$ cat config.mk
export PLATFORM = sky130hd
export DESIGN_NAME = mc_control
export DESIGN_NICKNAME = d
export VERILOG_FILES = /design/src/rtl/mc_control.sv
export SDC_FILE = /design/constraint.sdc
export NUM_CORES = 1
export LEC_CHECK = 0
export ABC_AREA = 1
export CAP_MARGIN = 10
export CORE_UTILIZATION = 35
export DETAILED_ROUTE_END_ITERATION = 8
export HOLD_SLACK_MARGIN = 0.03
export MAX_ROUTING_LAYER = met4
export PLACE_DENSITY_LB_ADDON = 0.25
export SYNTH_ARGS = -nofsm -noshare
export SYNTH_HDL_FRONTEND = slang
export SYNTH_SLANG_ARGS = --single-unit
$ cat constraint.sdc
create_clock -name clk -period 8.1 [get_ports clk]
set_input_delay 2.43 -clock clk [delete_from_list [all_inputs] [get_ports clk]]
set_output_delay 2.43 -clock clk [all_outputs]
set_load 0.01 [all_outputs]
$ cat src/rtl/mc_control.sv
// ---------------------------------------------------------------------------
// mc_control
//
// Multi-cycle control unit for a small RV32 subset (ADD, SUB, SRL, SRA and
// ADDI). Each instruction walks BOOT -> FETCH -> DECODE -> EXECUTE ->
// WRITEBACK. A fetch that is not acknowledged within TIMEOUT cycles parks
// the unit in HALT with a sticky bus error. Only rst leaves HALT.
//
// Parameters
//   RESET_PC        PC value loaded on reset
//   TIMEOUT         FETCH cycles without imem_ack before a bus error
//
// Ports
//   clk             clock, all state changes on the rising edge
//   rst             asynchronous reset, active-high
//   imem_req        instruction fetch request (high only in FETCH)
//   imem_ack        fetch acknowledge, imem_data valid in the same cycle
//   imem_data       fetched instruction word
//   pc              current instruction address
//   alu_instr_type  ALU instruction class (0 R, 1 I, 7 none)
//   alu_funct3      funct3 to the ALU
//   alu_funct7      funct7 to the ALU
//   alu_src_imm     ALU operand b select: 0 rs2, 1 imm
//   imm             sign-extended I-immediate (0 for R-type)
//   rs1, rs2, rd    register indices taken from the latched instruction
//   rf_we           register-file write enable (WRITEBACK, rd != 0)
//   illegal         one-cycle pulse after an unsupported instruction
//   bus_err         sticky fetch-timeout flag
//   retired         count of retired legal instructions
// ---------------------------------------------------------------------------
module mc_control #(
    parameter logic [31:0] RESET_PC = 32'h0000_0000,
    parameter int unsigned TIMEOUT  = 16
) (
    input  logic        clk,
    input  logic        rst,
    output logic        imem_req,
    input  logic        imem_ack,
    input  logic [31:0] imem_data,
    output logic [31:0] pc,
    output logic [3:0]  alu_instr_type,
    output logic [2:0]  alu_funct3,
    output logic [6:0]  alu_funct7,
    output logic        alu_src_imm,
    output logic [31:0] imm,
    output logic [4:0]  rs1,
    output logic [4:0]  rs2,
    output logic [4:0]  rd,
    output logic        rf_we,
    output logic        illegal,
    output logic        bus_err,
    output logic [31:0] retired
);

    localparam int unsigned CNT_W = $clog2(TIMEOUT + 1);
    localparam logic [CNT_W-1:0] CNT_LAST = CNT_W'(TIMEOUT - 1);

    localparam logic [6:0] OP_REG = 7'b0110011;
    localparam logic [6:0] OP_IMM = 7'b0010011;
    localparam logic [3:0] TYPE_R    = 4'd0;
    localparam logic [3:0] TYPE_I    = 4'd1;
    localparam logic [3:0] TYPE_NONE = 4'd7;

    typedef enum logic [2:0] {
        S_BOOT,
        S_FETCH,
        S_DECODE,
        S_EXECUTE,
        S_WRITEBACK,
        S_HALT
    } state_t;

    state_t           state_q;
    logic [31:0]      pc_q;
    logic [31:0]      ir_q;
    logic [31:0]      retired_q;
    logic [CNT_W-1:0] wait_cnt_q;
    logic             imem_req_q;
    logic             rf_we_q;
    logic             illegal_q;
    logic             bus_err_q;
    logic [3:0]       alu_type_q;
    logic [2:0]       alu_funct3_q;
    logic [6:0]       alu_funct7_q;
    logic             alu_src_imm_q;
    logic [31:0]      imm_q;

    // ------------------------------------------------------------------
    // Instruction decode of the latched word. These are the values the
    // ALU control registers take when DECODE completes.
    // ------------------------------------------------------------------
    logic [6:0]  opcode;
    logic [2:0]  funct3;
    logic [6:0]  funct7;
    logic        is_r;
    logic        is_i;
    logic        legal_d;
    logic [3:0]  alu_type_d;
    logic [6:0]  alu_funct7_d;
    logic [31:0] imm_d;

    assign opcode = ir_q[6:0];
    assign funct3 = ir_q[14:12];
    assign funct7 = ir_q[31:25];

    // R-type: ADD/SUB (funct3 000) and SRL/SRA (funct3 101), funct7 0 or 0x20.
    assign is_r = (opcode == OP_REG)
               && ((funct3 == 3'b000) || (funct3 == 3'b101))
               && ((funct7 == 7'b0000000) || (funct7 == 7'b0100000));
    assign is_i = (opcode == OP_IMM) && (funct3 == 3'b000);
    assign legal_d = is_r || is_i;

    assign alu_type_d   = is_i ? TYPE_I : TYPE_R;
    // For I-type the upper bits belong to the immediate, so funct7 is zeroed.
    assign alu_funct7_d = is_r ? funct7 : 7'd0;
    assign imm_d        = is_i ? {{20{ir_q[31]}}, ir_q[31:20]} : 32'd0;

    // ------------------------------------------------------------------
    // Control FSM with registered outputs.
    // ------------------------------------------------------------------
    // NOTE: all state is updated with non-blocking assignments so every
    // register samples values from before the clock edge.
    always_ff @(posedge clk or posedge rst) begin
        if (rst) begin
            state_q       <= S_BOOT;
            pc_q          <= RESET_PC;
            ir_q          <= 32'd0;
            retired_q     <= 32'd0;
            wait_cnt_q    <= '0;
            imem_req_q    <= 1'b0;
            rf_we_q       <= 1'b0;
            illegal_q     <= 1'b0;
            bus_err_q     <= 1'b0;
            alu_type_q    <= TYPE_NONE;
            alu_funct3_q  <= 3'd0;
            alu_funct7_q  <= 7'd0;
            alu_src_imm_q <= 1'b0;
            imm_q         <= 32'd0;
        end else begin
            // NOTE: default-clear here so the illegal pulse lasts exactly
            // one cycle; the DECODE branch below overrides it when needed.
            illegal_q <= 1'b0;

            case (state_q)
                S_BOOT: begin
                    state_q    <= S_FETCH;
                    imem_req_q <= 1'b1;
                    wait_cnt_q <= '0;
                end

                S_FETCH: begin
                    if (imem_ack) begin
                        ir_q       <= imem_data;
                        state_q    <= S_DECODE;
                        imem_req_q <= 1'b0;
                    end else if (wait_cnt_q == CNT_LAST) begin
                        // This was the TIMEOUT-th cycle without an ack.
                        state_q    <= S_HALT;
                        imem_req_q <= 1'b0;
                        bus_err_q  <= 1'b1;
                    end else begin
                        wait_cnt_q <= wait_cnt_q + CNT_W'(1);
                    end
                end

                S_DECODE: begin
                    if (legal_d) begin
                        state_q       <= S_EXECUTE;
                        alu_type_q    <= alu_type_d;
                        alu_funct3_q  <= funct3;
                        alu_funct7_q  <= alu_funct7_d;
                        alu_src_imm_q <= is_i;
                        imm_q         <= imm_d;
                    end else begin
                        // Skip the instruction without retiring it.
                        state_q    <= S_FETCH;
                        pc_q       <= pc_q + 32'd4;
                        illegal_q  <= 1'b1;
                        imem_req_q <= 1'b1;
                        wait_cnt_q <= '0;
                    end
                end

                S_EXECUTE: begin
                    state_q <= S_WRITEBACK;
                    rf_we_q <= (ir_q[11:7] != 5'd0);
                end

                S_WRITEBACK: begin
                    state_q       <= S_FETCH;
                    rf_we_q       <= 1'b0;
                    pc_q          <= pc_q + 32'd4;
                    retired_q     <= retired_q + 32'd1;
                    imem_req_q    <= 1'b1;
                    wait_cnt_q    <= '0;
                    alu_type_q    <= TYPE_NONE;
                    alu_funct3_q  <= 3'd0;
                    alu_funct7_q  <= 7'd0;
                    alu_src_imm_q <= 1'b0;
                    imm_q         <= 32'd0;
                end

                S_HALT: begin
                    // Terminal until reset; acks are ignored.
                    state_q <= S_HALT;
                end

                default: begin
                    state_q    <= S_HALT;
                    imem_req_q <= 1'b0;
                    rf_we_q    <= 1'b0;
                end
            endcase
        end
    end

    assign imem_req       = imem_req_q;
    assign pc             = pc_q;
    assign alu_instr_type = alu_type_q;
    assign alu_funct3     = alu_funct3_q;
    assign alu_funct7     = alu_funct7_q;
    assign alu_src_imm    = alu_src_imm_q;
    assign imm            = imm_q;
    assign rs1            = ir_q[19:15];
    assign rs2            = ir_q[24:20];
    assign rd             = ir_q[11:7];
    assign rf_we          = rf_we_q;
    assign illegal        = illegal_q;
    assign bus_err        = bus_err_q;
    assign retired        = retired_q;

endmodule

; After elaboration in Yosys (flattened, before gate mapping)
; Cells that the tools add are included.
[word_totals]
reg_bits = 155
inputBits = 35
out_inout_bits = 130
elab_cells = 85
[op_classes]
n_addsub = 3
eq_ne = 15
n_mux = 30
bitwise = 2
n_reduce_logical = 21
[ops]
columns = op, count
row1 = 32-bit one-hot mux with 2 select lines, 2
row2 = 32-bit two-way mux, 3
row3 = 32-bit by 1-bit adder with 32-bit output (second input constant), 1
row4 = 32-bit by 3-bit adder with 32-bit output (second input constant), 1
row5 = 5-bit two-way mux, 3
row6 = 5-bit one-hot mux with 3 select lines, 1
row7 = 7-bit by 6-bit equality test with 1-bit output (second input constant), 2
row8 = 7-bit two-way mux, 2
row9 = 7-bit one-hot mux with 2 select lines, 1
row10 = 3-bit one-hot mux with 4 select lines, 1
row11 = 3-bit equality test (second input constant), 3
row12 = 3-bit two-way mux, 3
row13 = 2-bit inequality test (second input constant), 4
row14 = 4-bit one-hot mux with 2 select lines, 1
row15 = 7-bit by 5-bit equality test with 1-bit output (second input constant), 1
row16 = 7-bit logical NOT, 1
row17 = 1-bit two-way mux, 7
row18 = 3-bit by 2-bit equality test with 1-bit output (second input constant), 2
row19 = 3-bit logical NOT, 2
row20 = 3-bit one-hot mux with 2 select lines, 1
row21 = 2-bit AND reduction, 3
row22 = 3-bit AND reduction, 2
row23 = 5-bit by 1-bit adder with 5-bit output (second input constant), 1
row24 = 5-bit by 4-bit equality test with 1-bit output (second input constant), 1
row25 = 15 further kinds, 22

; Longest topological paths before layout
; Gate-level depths: netlist of run 1.
[logic_depth]
depth_word = 7
mapped_depth = 11
ltp_nobuf = 11

; Worst setup path after synthesis of run 1
; Ideal clock, no wire load.
[synth_path]
path_type = register to output
from = reg, netlist name imm[30]
to = out imm[12]
arrival_time_ns = 0.881
t_required_ns = 5.670
path_slack_ns = 4.789
path_stages_with_launch = 2
n_path_buf = 1
cell_sequence = dfrtp_1 > buf_4
[synth_rtl]
columns = element, line_no
row1 = to (decl), 45  ; output logic [31:0] imm,

==> impl_metrics.ini, run 1 <==
[critical_path]
worst_ep_required_time_ns = 5.67
crit_path_cell_trace = clkdlybuf4s50_1
crit_path_max_fanout = 22
r2r_start = ir_q[31]$_DFFE_PP0P_
max_stage_delay_ns = 0.69
cp-start-kind = register
reg2reg_depth = 8
critPathSlowestCell = dfrtp_1
crit_buf_inv = 1
cpLargestDelayFamily = flip-flops
r2r_setup_slack_ns = 5.93
critPathKind = reg2out
worstPathArrival_ns = 1.76
r2r_end = alu_funct3[1]$_DFFE_PP0P_
endpoint_kind = output pin

[synth]
yosys_warnings = 0
synth_cell_types = 35
yosysTopAreaCell = dfrtp_1
avgSynthCellArea_um2 = 8.06
yosysSeqAreaShare_pct = 46.6
ys_ff_latch = 131
yosys-top-cells-area = dfrtp_1, nand2_1, nor2_1
synthesis.instances = 873
synth.top_cell.area_share_pct = 45.9
synth_area_mm2 = 0.00704

[die]
start_util_pct = 35.9
die_h_um = 144
coreArea_mm2 = 0.0196
dieArea_mm2 = 0.0207
num_rows = 51
io_pins = 165
die_w_um = 144

[cts]
clk_pin_slew_ns = 0.06
cts_resized = 0
cts_buffer_depth = 2
ctsHoldBuffers = 0
cts_made_buffers = 17
cts_root_buf = clkbuf_16
cts_tree = yes
htree_levels = 4
clock_latency_ns = 0.41
cts_setup_buffers = 0
cts_sinks = 131

[global_route]
grt_pass1_wl_um = 28200
grt_usage_pct = 18.0
grt-ovfl-total = 0
antenna_found_initial = 0
grt_max_degree = 70
grt_pass1_vias = 5692

[sta]
clock-skew-final_ns = 0.00939
worstMarginPinSlew_ns = 0.874
max-slew-margin-rel_pct = 41.6
finalSetupTns_ns = 0
rsz0062_at_grt = false
period_share_pct = 51.8
fmax_ghz = 0.238
setup_viol = 0
fin_crit_ns = 4.19
hold_viol = 0
finalMaxSlewViolations = 0

[run]
maxCapViolCount = 0

[power_and_ir_drop]
swShare_pct = 21.5
seqPwrFrac_pct = 44.1
p_sw_w = 0.000319
combinationalPowerShare_pct = 2.0
power.internal_w = 0.00117
clock_power_share_pct = 53.8
power.density_mw_per_mm2 = 161
leakagePower_nw = 4.31
ir_drop_mv = 0.138

[detailed_routing]
wirelength_um = 16900
ant_nets = 0
drc = 0
first_iter_violations = 362
routedWlPerCell_um = 13.3
vias_per_cell = 4.66
num_vias = 5950
first_pass_iters = 5

[layout]
final_area_mm2 = 0.00922
diodes = 0
area_growth_pct = 30.9
fin_nets = 1039
final_layout_size_suffix_gt1_share_pct = 6.32

[outcome]
outcome = completed

[placement]
place_congestion = 0.855
dpl_cell_area_mm2 = 0.00860
post-dp-hpwl_um = 11900
port_buffers = 161

[hold_path]
hp-class = reg2reg
hold_path_depth = 2
min_from = bus_err$_DFFE_PP0P_
holdPathEnd = bus_err$_DFFE_PP0P_
## placed cells by master (no fill, tap or decap), types with 2 or more instances in the layout
cell type and instances:
o21ai_0 16, conb_1 3, nand3_1 65, nor2_4 3, nand3_2 4, inv_6 5, inv_2 3, xor2_1 27
nor3_1 21, a21oi_1 5, inv_1 73, mux2_1 24, nand2_4 2, o21a_1 2, buf_4 2, nand3b_1 16
clkinv_4 3, nand2_2 3, clkinv_2 3, nand4_1 14, ha_1 4, dfrtp_1 129, nand2_1 280, bufinv_16 3
nor2_1 94, mux2_2 3, clkbuf_16 17, xnor2_1 10, nor2_2 6, clkdlybuf4s50_1 161, dfstp_2 2, and3_1 2
## logic make-up (layout without fill, tap and decap cells)
logic type	count (synthesis)	in the layout	share of synthesized area [%]
AOI/OAI and AO/OA	23	23	1.71
xor gates and xnor gates	37	37	4.60
adders and majority gates	4	4	0.711
buffers and inverters	135	273	9.95
DFF	131	131	46.6
muxes	27	27	4.32
other	1	3	0.0533
and+or+nand+nor	515	515	32.0
## how the worst max path moves through the flow
| stage | slack [ns] | from | endpoint | depth (start not counted) |
|---|---|---|---|---|
| final | 3.91 | imm[30]$_DFFE_PP0P_ | imm[14] | 1 |
| after global routing | 3.79 | imm[30]$_DFFE_PP0P_ | imm[14] | 1 |
| after CTS | 3.87 | imm[30]$_DFFE_PP0P_ | imm[14] | 1 |
| after detailed placement | 3.80 | rst | pc[7]$_DFFE_PP0P_ | 3 |
| after global placement | 3.81 | rst | pc[10]$_DFFE_PP0P_ | 3 |
| after floorplan | 2.18 | rst | alu_funct3[0]$_DFFE_PP0P_ | 1 |
## layout make-up
class                           count  area (um^2)
Clock buffer                       18          439
Fill cell                        1940        10400
Tap cell                          265          332
Inverter                           78          298
Sequential cell                   131         3280
Multi-Input combinational cell    609         3070
Clock inverter                     14          174
Timing Repair Buffer              163         1630
## per-stage QoR
| stage | hold slack [ns] | utilization [%] | total power, W | std cells | worst slack (ns) |
|---|---|---|---|---|---|
| 5_1_grt | 0.507 | 47.0 | 0.00154 | 1278 | 3.79 |
| 3_3_place_gp | 0.459 | 43.9 | 0.000698 | 1246 | 3.81 |
| 6_report | 0.467 | 47.0 | 0.00148 | 1278 | 3.91 |
| 3_5_place_dp | 0.455 | 43.9 | 0.000698 | 1246 | 3.80 |
| 2_1_floorplan | 0.449 | - | 0.000678 | 875 | 2.18 |
| 4_1_cts | 0.471 | 47.0 | 0.00151 | 1278 | 3.87 |
## cell usage after synthesis (all sizes together)
| library cell | count |
|---|---|
| nand3b | 16 |
| buf | 53 |
| clkbuf | 4 |
| nor3b | 1 |
| nand3 | 69 |
| nor2 | 103 |
| clkinv | 1 |
| nor3 | 22 |
| nor4 | 2 |
| nand4 | 15 |
| xor2 | 27 |
| mux2 | 27 |
| ha | 4 |
| nand2 | 285 |
| a21oi | 5 |
| o21ai | 16 |
| inv | 77 |
| conb | 1 |
| dfrtp | 129 |
| and3 | 2 |
| xnor2 | 10 |
| o21a | 2 |
| dfstp | 2 |
## power by group through the flow
stage	logic (W)	clock network (W)	registers, W
after global placement	0.0000314	0	0.000666
final	0.0000302	0.000799	0.000655
after CTS	0.0000317	0.000821	0.000654
after detailed placement	0.0000317	0	0.000666
after floorplan	0.0000114	0	0.000667
after global routing	0.0000345	0.000851	0.000654
## worst register-to-register path, stage by stage, from the launching register on
cell and delay, ns:
dfrtp_1 0.38, nor2_1 0.22, nand2_1 0.09, nor2_1 0.15, nand3_2 0.10, nand2_1 0.06
nand2_1 0.51, nand2_1 0.45, nor2_1 0.08
## state kept, by name, indices dropped and copies added (netlist names), 2 cells and up
register / flops
alu_funct3: 3
alu_funct7: 7
alu_instr_type: 2
imm: 12
ir_q: 32
pc: 30
retired: 32
state_q: 3
wait_cnt_q: 5
## layer usage
metal	wire length, um	track usage (%)
met5	0	-
met4	187	4.37
met3	1070	4.80
met2	7780	28.1
met1	7910	23.2
No activity file was read; power rests on OpenSTA's default activity.
==> run 2, diff against run 1 <==
- clock period: 8.1 -> 3.4 ns (I/O delays scaled with it)
==> impl_metrics.ini, run 2 (synthesized netlist as in run 1, its figures left out) <==
[outcome]
outcome = completed

[die]
die_w_um = 144
die_h_um = 144
io_pins = 165
num_rows = 51
dieArea_mm2 = 0.0207
coreArea_mm2 = 0.0196
start_util_pct = 35.9

[critical_path]
critPathKind = reg2out
endpoint_kind = output pin
max_stage_delay_ns = 0.68
crit_buf_inv = 1
worst_ep_required_time_ns = 2.38
crit_path_cell_trace = clkdlybuf4s50_1
crit_path_max_fanout = 22
worstPathArrival_ns = 1.77
cp-start-kind = register
critPathSlowestCell = dfrtp_1
cpLargestDelayFamily = flip-flops

[sta]
fin_crit_ns = 2.79
max-slew-margin-rel_pct = 52.1
finalMaxSlewViolations = 0
clock-skew-final_ns = 0.0125
setup_viol = 0
period_share_pct = 82.0
finalSetupTns_ns = 0
fmax_ghz = 0.359
hold_viol = 0
worstMarginPinSlew_ns = 0.718
rsz0062_at_grt = false

[power_and_ir_drop]
power.density_mw_per_mm2 = 383
combinationalPowerShare_pct = 2.1
seqPwrFrac_pct = 44.0
power.internal_w = 0.00275
leakagePower_nw = 4.32
clock_power_share_pct = 53.9
ir_drop_mv = 0.348
p_sw_w = 0.000793
swShare_pct = 22.4

[global_route]
grt_pass1_wl_um = 28500
grt_max_degree = 132
antenna_found_initial = 0
grt-ovfl-total = 0
grt_usage_pct = 18.3
grt_pass1_vias = 5749

[layout]
n_fill_cell = 1919
area_growth_pct = 31.4
diodes = 0
seqCellArea_mm2 = 0.00328
final_layout_size_suffix_gt1_share_pct = 6.59
multiInputGateArea_mm2 = 0.00307
fin_nets = 1042
final_common_cell = nand2_1
fin_cells = 1281
layout_common_cells = nand2_1, clkdlybuf4s50_1, dfrtp_1

[placement]
place_congestion = 0.862
dp_cells = 1249
port_buffers = 161
post-dp-hpwl_um = 11900

[detailed_routing]
drc = 0
vias_per_cell = 4.65
num_vias = 5963
first_pass_iters = 6
wirelength_um = 16900
first_iter_violations = 397
routedWlPerCell_um = 13.2
ant_nets = 0

[cts]
cts_tree = yes
cts_setup_buffers = 0
cts_root_buf = clkbuf_16
ctsHoldBuffers = 0
clk_pin_slew_ns = 0.06
cts_sinks = 131
htree_levels = 4
clock_latency_ns = 0.43
cts_made_buffers = 17
cts_buffer_depth = 2
cts_resized = 0

[hold_path]
hp-class = reg2reg

[run]
maxCapViolCount = 0
## run 2: cell count changes in the layout (fill, tap and decap cells not counted)
cell,before,now
buf_12,0,1
buf_4,2,4
bufinv_16,3,2
clkbuf_8,1,3
clkinv_2,3,0
clkinvlp_4,1,3
## run 2: through the flow
step	instance area [um^2]	hold slack (ns)	setup slack, ns	total power (W)	utilization (%)
3_5_place_dp	8640	0.460	0.878	0.00166	44.1
4_1_cts	9250	0.476	0.577	0.00359	47.2
3_3_place_gp	8640	0.456	0.936	0.00166	44.1
5_1_grt	9250	0.501	0.468	0.00366	47.2
6_report	9250	0.465	0.613	0.00354	47.2
2_1_floorplan	7050	0.449	0.758	0.00162	-
## run 2: power groups by stage
| stage | Combinational (W) | Sequential [W] | Clock, W |
|---|---|---|---|
| after global routing | 0.0000838 | 0.00156 | 0.00202 |
| after global placement | 0.0000768 | 0.00159 | 0 |
| after CTS | 0.0000768 | 0.00156 | 0.00195 |
| after floorplan | 0.0000276 | 0.00159 | 0 |
| final | 0.0000732 | 0.00156 | 0.00191 |
| after detailed placement | 0.0000768 | 0.00159 | 0 |
## run 2: per-layer routing
| layer | up-vias | part of all wire [%] | track usage, % |
|---|---|---|---|
| met1 | 2780 | 48 | 23.4 |
| met3 | 20 | 5.7 | 4.93 |
| met4 | 0 | 1.3 | 5.77 |
| li1 | 2990 | - | - |
| met5 | - | 0 | - |
| met2 | 173 | 45 | 28.0 |
## run 2: final timing paths
kind | start | end | slack [ns] | cells past startpoint
min reg2reg | bus_err$_DFFE_PP0P_ | bus_err$_DFFE_PP0P_ | 0.46 | 2
max | imm[30]$_DFFE_PP0P_ | imm[24] | 0.61 | 1
max reg2reg | state_q[2]$_DFFE_PP0P_ | pc[4]$_DFFE_PP0P_ | 1.38 | 7
min in group asynchronous | rst | retired[31]$_DFFE_PP0P_ | 1.15 | 3
min | bus_err$_DFFE_PP0P_ | bus_err$_DFFE_PP0P_ | 0.46 | 2
max in group asynchronous | rst | imm[6]$_DFFE_PP0P_ | 1.71 | 3
## run 2: layout make-up
type / count / area share, %
flip-flops and latches: 131 / 35.5
multi-input cells: 609 / 33.1
repair buffers: 166 / 18.0
clock buffers: 20 / 5.05
well taps: 265 / 3.59
inverters: 78 / 3.21
clock inverters: 12 / 1.57
## run 2: worst register-to-register path, stage by stage (launching register included)
cell and delay [ns]:
dfrtp_1 0.42, inv_2 0.10, nand2_1 0.12, nor2_4 0.17
nand3_2 0.48, nand2_1 0.24, buf_4 0.26, o21ai_0 0.11
